$ cat src/rtl/tetris_cmd_if.sv
// Move-command handshake between the scheduler (master) and the board-update engine (slave).
// The encoding of cmd_op is 00 LEFT, 01 RIGHT, 10 ROTATE, 11 DOWN.
interface tetris_cmd_if;
  logic       cmd_valid;
  logic [1:0] cmd_op;
  logic       cmd_ready;

  modport master (output cmd_valid, output cmd_op, input cmd_ready);
  modport slave  (input cmd_valid, input cmd_op, output cmd_ready);
endinterface

$ cat src/rtl/tetris_move_scheduler.sv
// Synchronises/debounces the four game keys, runs the gravity timer and serialises
// every resulting move request onto a single valid/ready command port.
module tetris_move_scheduler #(
  parameter int KEY_ACTIVE_LOW  = 1,
  parameter int DEBOUNCE_CYCLES = 250000,
  parameter int GRAVITY_CYCLES  = 25000000,
  parameter int FAST_CYCLES     = 2500000,
  parameter int CNT_W           = 25
) (
  input  logic               clk,
  input  logic               rst_n,
  input  logic               enable,
  input  logic               key_left,
  input  logic               key_right,
  input  logic               key_rotate,
  input  logic               key_fall,
  tetris_cmd_if.master       cmd,
  output logic [3:0]         led
);

  // Bit index of every per-key vector equals the op code that key produces.
  typedef enum logic [1:0] {OP_LEFT = 2'd0, OP_RIGHT = 2'd1, OP_ROTATE = 2'd2, OP_DOWN = 2'd3} op_e;
  typedef enum logic {IDLE, ISSUE} state_e;

  localparam logic             POL       = 1'(KEY_ACTIVE_LOW != 0);
  localparam logic [CNT_W-1:0] DB_LAST   = CNT_W'(DEBOUNCE_CYCLES - 1);
  localparam logic [CNT_W-1:0] GRAV_LAST = CNT_W'(GRAVITY_CYCLES - 1);
  localparam logic [CNT_W-1:0] FAST_LAST = CNT_W'(FAST_CYCLES - 1);

  logic [3:0]       raw_keys, sync1, sync2, synced;
  logic [3:0]       deb, press;
  logic [CNT_W-1:0] db_cnt [4];
  logic [CNT_W-1:0] gcnt, period_last;
  logic             gtick, take;
  logic [3:0]       pending, pend_set, pend_clr, grant;
  op_e              win, op_q;
  state_e           state;
  logic             valid_q;

  assign raw_keys = {key_fall, key_rotate, key_right, key_left};

  // Sync flops reset to the released pin level so no false press follows reset.
  always_ff @(posedge clk or negedge rst_n) begin
    if (!rst_n) begin
      sync1 <= {4{POL}};
      sync2 <= {4{POL}};
    end else begin
      // NOTE: non-blocking here so sync2 takes the old sync1, giving two real flop stages.
      sync1 <= raw_keys;
      sync2 <= sync1;
    end
  end

  assign synced = sync2 ^ {4{POL}};

  always_ff @(posedge clk or negedge rst_n) begin
    if (!rst_n) begin
      deb <= '0;
      // NOTE: the counter array is plain state, not a RAM, so it is reset like any flop.
      for (int i = 0; i < 4; i++) db_cnt[i] <= '0;
    end else begin
      for (int i = 0; i < 4; i++) begin
        if (synced[i] != deb[i]) begin
          if (db_cnt[i] == DB_LAST) begin
            deb[i]    <= synced[i];
            db_cnt[i] <= '0;
          end else begin
            db_cnt[i] <= db_cnt[i] + 1'b1;
          end
        end else begin
          db_cnt[i] <= '0;
        end
      end
    end
  end

  // A press event fires in the cycle the debounced level is about to rise.
  always_comb begin
    // NOTE: default first so every path assigns press and no latch is inferred.
    press = '0;
    for (int i = 0; i < 4; i++)
      press[i] = synced[i] && !deb[i] && (db_cnt[i] == DB_LAST);
  end

  assign led = deb;

  assign period_last = deb[OP_DOWN] ? FAST_LAST : GRAV_LAST;
  assign gtick       = enable && (gcnt >= period_last);

  always_ff @(posedge clk or negedge rst_n) begin
    if (!rst_n)              gcnt <= '0;
    else if (!enable || gtick) gcnt <= '0;
    else                     gcnt <= gcnt + 1'b1;
  end

  always_comb begin
    win = OP_DOWN;
    if      (pending[OP_ROTATE]) win = OP_ROTATE;
    else if (pending[OP_LEFT])   win = OP_LEFT;
    else if (pending[OP_RIGHT])  win = OP_RIGHT;
  end

  assign grant    = 4'b0001 << win;
  assign take     = (state == IDLE) && enable && (|pending);
  assign pend_set = press | {gtick, 3'b000};
  assign pend_clr = take ? grant : 4'b0000;

  // Set is applied after clear so a same-cycle re-request survives the grant.
  always_ff @(posedge clk or negedge rst_n) begin
    if (!rst_n)       pending <= '0;
    else if (!enable) pending <= '0;
    else              pending <= (pending & ~pend_clr) | pend_set;
  end

  always_ff @(posedge clk or negedge rst_n) begin
    if (!rst_n) begin
      state   <= IDLE;
      valid_q <= 1'b0;
      op_q    <= OP_LEFT;
    end else begin
      case (state)
        IDLE: begin
          if (take) begin
            op_q    <= win;
            valid_q <= 1'b1;
            state   <= ISSUE;
          end
        end
        ISSUE: begin
          // Held even when enable drops: a command once offered is never retracted.
          if (cmd.cmd_ready) begin
            valid_q <= 1'b0;
            state   <= IDLE;
          end
        end
        default: state <= IDLE;
      endcase
    end
  end

  assign cmd.cmd_valid = valid_q;
  assign cmd.cmd_op    = op_q;

endmodule
$ cat src/flat_wrapper.sv
// flat-port wrapper written by rule: the top's interface ports become plain ports
module tetris_move_scheduler_flat 
#(
  parameter int KEY_ACTIVE_LOW  = 1,
  parameter int DEBOUNCE_CYCLES = 250000,
  parameter int GRAVITY_CYCLES  = 25000000,
  parameter int FAST_CYCLES     = 2500000,
  parameter int CNT_W           = 25
)
  (clk, rst_n, enable, key_left, key_right, key_rotate, key_fall, led, cmd_cmd_valid, cmd_cmd_op, cmd_cmd_ready);
  tetris_cmd_if cmd_i ();
  input  logic clk;
  input  logic rst_n;
  input  logic enable;
  input  logic key_left;
  input  logic key_right;
  input  logic key_rotate;
  input  logic key_fall;
  output logic [3:0] led;
  output wire logic [$bits(cmd_i.cmd_valid)-1:0] cmd_cmd_valid;
  output wire logic [$bits(cmd_i.cmd_op)-1:0] cmd_cmd_op;
  input wire logic [$bits(cmd_i.cmd_ready)-1:0] cmd_cmd_ready;
  assign cmd_cmd_valid = cmd_i.cmd_valid;
  assign cmd_cmd_op = cmd_i.cmd_op;
  assign cmd_i.cmd_ready = cmd_cmd_ready;
  tetris_move_scheduler #(.KEY_ACTIVE_LOW(KEY_ACTIVE_LOW), .DEBOUNCE_CYCLES(DEBOUNCE_CYCLES), .GRAVITY_CYCLES(GRAVITY_CYCLES), .FAST_CYCLES(FAST_CYCLES), .CNT_W(CNT_W)) u_core (.clk(clk), .rst_n(rst_n), .enable(enable), .key_left(key_left), .key_right(key_right), .key_rotate(key_rotate), .key_fall(key_fall), .cmd(cmd_i), .led(led));
endmodule
$ cat config.mk
export PLATFORM = sky130hd
export DESIGN_NAME = tetris_move_scheduler_flat
export DESIGN_NICKNAME = d
export VERILOG_FILES = /design/src/rtl/tetris_cmd_if.sv /design/src/rtl/tetris_move_scheduler.sv /design/src/flat_wrapper.sv
export SDC_FILE = /design/constraint.sdc
export NUM_CORES = 1
export LEC_CHECK = 0
export BUFFER_PORTS_ARGS = -buffer_cell sky130_fd_sc_hd__buf_2
export CAP_MARGIN = 20
export CORE_MARGIN = 2
export CORE_UTILIZATION = 60
export DETAILED_ROUTE_END_ITERATION = 12
export PLACE_DENSITY = 0.77
export SLEW_MARGIN = 15
export SYNTH_ARGS = -nofsm -noshare
export SYNTH_HDL_FRONTEND = slang
export SYNTH_SLANG_ARGS = --single-unit
$ cat constraint.sdc
create_clock -name clk -period 2.5 [get_ports clk]
set_input_delay 0.125 -clock clk [delete_from_list [all_inputs] [get_ports clk]]
set_output_delay 0.125 -clock clk [all_outputs]
set_load 0.1 [all_outputs]
==> After elaboration in Yosys (flattened, before gate mapping) <==
Cells that the tools add are included.
{ "classes": {"n_addsub": 5, "order_cmp": 1, "eq_ne": 10, "shifts": 1, "n_mux": 21, "bitwise": 6, "n_reduce_logical": 24} }
{ "op_table": {"columns": ["cell", "count"], "rows": [
  ["25-bit two-way mux", 10],
  ["25-bit by 1-bit adder with 25-bit output (second input constant)", 5],
  ["25-bit by 18-bit == test with 1-bit output (second input constant)", 4],
  ["25-bit greater-or-equal comparator", 1],
  ["2-bit AND reduction", 6],
  ["1-bit logical AND", 11],
  ["4-bit two-way mux", 2],
  ["4-bit NOT", 2],
  ["4-bit OR", 2],
  ["2-bit two-way mux", 3],
  ["1-bit logical NOT", 5],
  ["4-bit AND", 1],
  ["1-bit two-way mux", 4],
  ["1-bit != test", 4],
  ["1-bit case mux with 2 select lines", 2],
  ["4-bit OR reduction", 1],
  ["1-bit by 2-bit left shift with 4-bit output (first input constant)", 1],
  ["2-bit by 1-bit != test with 1-bit output (second input constant)", 1],
  ["2-bit != test (second input constant)", 1],
  ["1-bit logical OR", 1],
  ["1-bit NOT", 1]
]} }
{ "totals": {"reg_bits": 145, "in_bits": 8, "output_inout_bits": 7, "word_cells": 83} }

==> Depth between registers and ports, before layout <==
{ "logic_depth": {"depth_word": 9, "depth_mapped": 8, "mapped_depth_nobuf": 7} }

==> Worst setup path before layout <==
Ideal clock, no wire load.
{ "synth_timing": {"path_kind": "reg-to-reg", "start": "register u_core.deb[3] (netlist: u_core.led[3])", "end": "register u_core.gcnt[10]", "setup_time_ps": 72, "t_arrival_ps": 2800, "t_required_ps": 2428, "setup_slack_ps": -372, "stages_incl_launch_ff": 9, "path_buffers": 1, "period_less_slack_ps": 2872, "cell_sequence": "dfrtp_1 inv_1 ha_1 o21ai_0 nor2_1 o311a_1 nand4bb_1 clkbuf_1 nor2_1"} }
{ "synth_between": {"elab_chain_len": 5} }
{ "synth_lines": {"columns": ["item", "line", "text"], "rows": [
  ["start, declared", "tetris_move_scheduler.sv:31", "logic [3:0] deb, press;"],
  ["start signal, assigned by index", "tetris_move_scheduler.sv:65", "deb[i] <= synced[i];"],
  ["25-bit two-way mux", "tetris_move_scheduler.sv:87", "assign period_last = deb[OP_DOWN] ? FAST_LAST : GRAV_LAST;"],
  ["25-bit greater-or-equal comparator", "tetris_move_scheduler.sv:88", "assign gtick = enable && (gcnt >= period_last);"],
  ["1-bit logical AND", "tetris_move_scheduler.sv:88", null],
  ["1-bit logical OR", "tetris_move_scheduler.sv:92", "else if (!enable || gtick) gcnt <= '0;"],
  ["25-bit two-way mux", "tetris_move_scheduler.sv:92", null],
  ["end signal, assigned", "tetris_move_scheduler.sv:93", "else gcnt <= gcnt + 1'b1;"],
  ["end, declared", "tetris_move_scheduler.sv:33", "logic [CNT_W-1:0] gcnt, period_last;"]
]} }
No other way between the ends.
A chain may end at the register's enable or synchronous reset.

==> Worst setup path in the final report <==
{ "layout_timing": {"start": "register u_core.deb[3] (netlist: u_core.led[3])", "end": "register u_core.gcnt[8]"} }
Same word-level chain as after synthesis.

==> results.json <==
{
  "max_cap_viol_count": 0,
  "worst-path-stages": 8,
  "timing.max_slew.rel_slack": 0.557,
  "hold_violations": 0,
  "cts.sinks": 145,
  "post-synth-top-area-fraction": 0.467,
  "tritoncts": "done",
  "sequential_cell_area_fraction_in_the_yosys_report": 0.496,
  "status": "complete, no violations",
  "post-cts-setup-buffers": 0,
  "grt_first_pass_wirelength_um": 24200,
  "power-per-cell-area_nw_per_um2": 600,
  "numPortBuffers": 14,
  "placed_cells_incl_taps": 895,
  "hold_buffers": 7,
  "first_global_vias": 5319,
  "cts_max_level": 4,
  "dr.pass1.iters": 5,
  "num_rows": 40,
  "synth.most_common_cell": "sky130_fd_sc_hd__nor2_1",
  "crit_path_top_delay_cell": "sky130_fd_sc_hd__nand4bb_1",
  "avgRoutedWirePerCell_um": 15.0,
  "num_vias": 5299,
  "route.detailed.vias_per_inst": 5.68,
  "root_buffer": "sky130_fd_sc_hd__clkbuf_16",
  "p_leak_nw": 3.52,
  "timing_worst_slew_pin_value_ns": 0.660,
  "tcrit_tclk_final": 0.921,
  "fp.dieW_um": 115,
  "register_to_register_path_setup_slack_ns": 0.20,
  "criticalPathCategory": "flip-flop to flip-flop",
  "clock_period_minus_worst_slack_ns": 2.30,
  "vdd_drop_max_v": 0.000468,
  "layout-area-overhead-vs-synth_pct": 11.3,
  "syn_inst": 744,
  "drt-total-wl_um": 14000,
  "cp-start-kind": "flip-flop",
  "gp_routability_congestion": 0.828,
  "asyncSetResetFlopFracSynth": 1.00,
  "rsz0062_at_grt": "no",
  "critPathMaxStageDelay_ns": 0.42,
  "netlist_area_um2": 7340,
  "netlist.top_cell.by_area": "sky130_fd_sc_hd__dfrtp_1",
  "syn_area_per_cell_um2": 9.86,
  "place_worst_setup_slack_ns": 0.282,
  "fp.coreArea_um2": 12000,
  "synth.ff_latch_count": 145,
  "final_critical_path_setup_slack_ns": 0.197,
  "cts.clk_slew.worst_paths_ns": 0.06,
  "synth.lib_cells_used.distinct": 54,
  "critical_path.cell_chain": "inv_1, ha_1, o21ai_0, nor2_1, o311a_1, nand4bb_1, buf_4, nor2_1",
  "r2r_end": "u_core.gcnt[8]",
  "end_kind": "flip-flop",
  "drt-initial-drc-count": 355,
  "cts-root-to-sink-buffers": 2,
  "postSynthNetCount": 774,
  "finalSetupViolations": 0,
  "cts_inserted_buffers": 17,
  "required_ns": 2.86,
  "initial_utilization": 0.613,
  "post_synth_main_area_contributors": "sky130_fd_sc_hd__dfrtp_1 47%, sky130_fd_sc_hd__nor2_1 7.9%, sky130_fd_sc_hd__xnor2_1 7.4%",
  "critical_path_arrival_ns": 2.67,
  "synth-main-ff-cell": "sky130_fd_sc_hd__dfrtp_1",
  "design.final.nets": 804,
  "half_perimeter_wire_length_after_placement_um": 9480,
  "grt_start_max_net_pins": 82,
  "post_cts_resized": 0,
  "die_area_um2": 13100,
  "critical_path_buf_inv_count": 2,
  "worst_path_dominant_cell_family": "simple AND/OR/NAND/NOR gates",
  "die-height_um": 115,
  "stdcell_count": 933,
  "globalRouteOverflowTotal": 0,
  "finish.utilization": 0.683,
  "edff_count_synth": 0,
  "timing.setup.tns_ns": 0,
  "skew_ns": 0.00820,
  "critical_path.most_common_cell": "sky130_fd_sc_hd__nor2_1",
  "antenna_violating_nets_post_route": 0,
  "timing.critical_path.from": "u_core.led[3]",
  "classification_of_the_worst_slack_hold_path": "input port to asynchronous set/reset pin",
  "drive_above_1_share": 0.104,
  "detail_route.drc_violations": 0,
  "achievable-frequency_mhz": 434,
  "grtUsageTotal": 0.234,
  "yosysWarningCount": 0,
  "synth_common_cells": "155 x sky130_fd_sc_hd__nor2_1, 137 x sky130_fd_sc_hd__dfrtp_1, 62 x sky130_fd_sc_hd__xnor2_1, 53 x sky130_fd_sc_hd__xor2_1, 44 x sky130_fd_sc_hd__nand3_1",
  "number_of_max_slew_violations_in_the_final_report": 0,
  "rr_worst_depth": 8,
  "crit-reg2reg-launch": "u_core.led[3]",
  "critPathMaxFanout": 10,
  "clock_latency_ns": 0.43,
  "number_of_antenna_violations_at_the_first_check_in_global_routing": 0,
  "io-pin-count": 15
}
[layout by cell type, fill, tap and decap left out, types with 6 or more instances in the layout]
master,synthesis,layout
sky130_fd_sc_hd__and3_1,12,12
sky130_fd_sc_hd__and4_1,8,8
sky130_fd_sc_hd__buf_2,6,13
sky130_fd_sc_hd__buf_4,5,7
sky130_fd_sc_hd__clkbuf_16,0,17
sky130_fd_sc_hd__dfrtp_1,137,136
sky130_fd_sc_hd__dfstp_2,8,8
sky130_fd_sc_hd__dlygate4sd3_1,0,7
sky130_fd_sc_hd__ha_1,22,22
sky130_fd_sc_hd__inv_1,26,26
sky130_fd_sc_hd__nand2_1,41,41
sky130_fd_sc_hd__nand3_1,44,44
sky130_fd_sc_hd__nand4_1,38,38
sky130_fd_sc_hd__nor2_1,155,155
sky130_fd_sc_hd__nor3_1,22,22
sky130_fd_sc_hd__nor4_1,16,16
sky130_fd_sc_hd__o21ai_0,6,6
sky130_fd_sc_hd__xnor2_1,62,62
sky130_fd_sc_hd__xor2_1,53,53
[worst max-delay path by stage]
stage	to	slack [ns]
3_3_place_gp	u_core.gcnt[2]	0.33
3_5_place_dp	u_core.gcnt[8]	0.28
4_1_cts	u_core.gcnt[8]	0.21
5_1_grt	u_core.gcnt[17]	0.02
2_1_floorplan	u_core.gcnt[10]	0.03
6_report	u_core.gcnt[8]	0.20
[cell families after synthesis]
kind of cell,count (synthesis),share of synthesized area
compound gates,22,0.0200
xor+xnor,115,0.137
fa+ha+maj,22,0.0375
buf+inv,44,0.0271
flops,145,0.496
mux,4,0.00546
simple gates,392,0.277
[state kept, by name (all words and copies together) (netlist names)]
| signal | flops |
|---|---|
| u_core.sync1 | 4 |
| u_core.sync2 | 4 |
| u_core.cmd.cmd_op | 2 |
| u_core.led | 4 |
| u_core.cmd.cmd_valid | 1 |
| u_core.pending | 4 |
| u_core.state | 1 |
| u_core.gcnt | 25 |
| u_core.db_cnt | 100 |
[metal layers]
layer  part of all wire  up-vias  wire length (µm)  global-route usage
met3              0.034       28               472              0.0566
met5                  0        -                 0                   0
met1               0.45     2578              6340               0.295
met2               0.49       89              6900               0.379
li1                   -     2604                 -                   -
met4              0.022        0               306               0.115
[stage by stage]
step                      hold WS, ns  power, mW  instance area (µm²)
final                           0.151       4.90                 8170
after global routing            0.177       5.06                 8160
after global placement         0.0379       2.68                 7570
after CTS                       0.164       4.94                 8160
after floorplan                -0.171       2.59                 7340
after detailed placement       0.0429       2.68                 7570
[worst reg2reg max path, stage by stage, from the launching register on]
cell	delay (ns)
sky130_fd_sc_hd__dfrtp_2	0.40
sky130_fd_sc_hd__inv_1	0.17
sky130_fd_sc_hd__ha_1	0.28
sky130_fd_sc_hd__o21ai_0	0.17
sky130_fd_sc_hd__nor2_1	0.06
sky130_fd_sc_hd__o311a_1	0.32
sky130_fd_sc_hd__nand4bb_1	0.42
sky130_fd_sc_hd__buf_4	0.30
sky130_fd_sc_hd__nor2_1	0.11
[where the power goes]
group / switching, mW / internal (mW) / total, mW
clock network: 0.953 / 1.30 / 2.25
registers: 0.0308 / 2.39 / 2.42
logic: 0.172 / 0.0558 / 0.227
[area by class of cell]
type,instances,area [µm²]
Fill cell,902,3800
Tap cell,147,184
Clock buffer,20,457
Inverter,26,97.6
Clock inverter,10,65.1
Timing Repair Buffer,29,219
Antenna cell,1,2.50
Sequential cell,145,3640
Multi-Input combinational cell,555,3500
(Power assumes the default switching activity.)
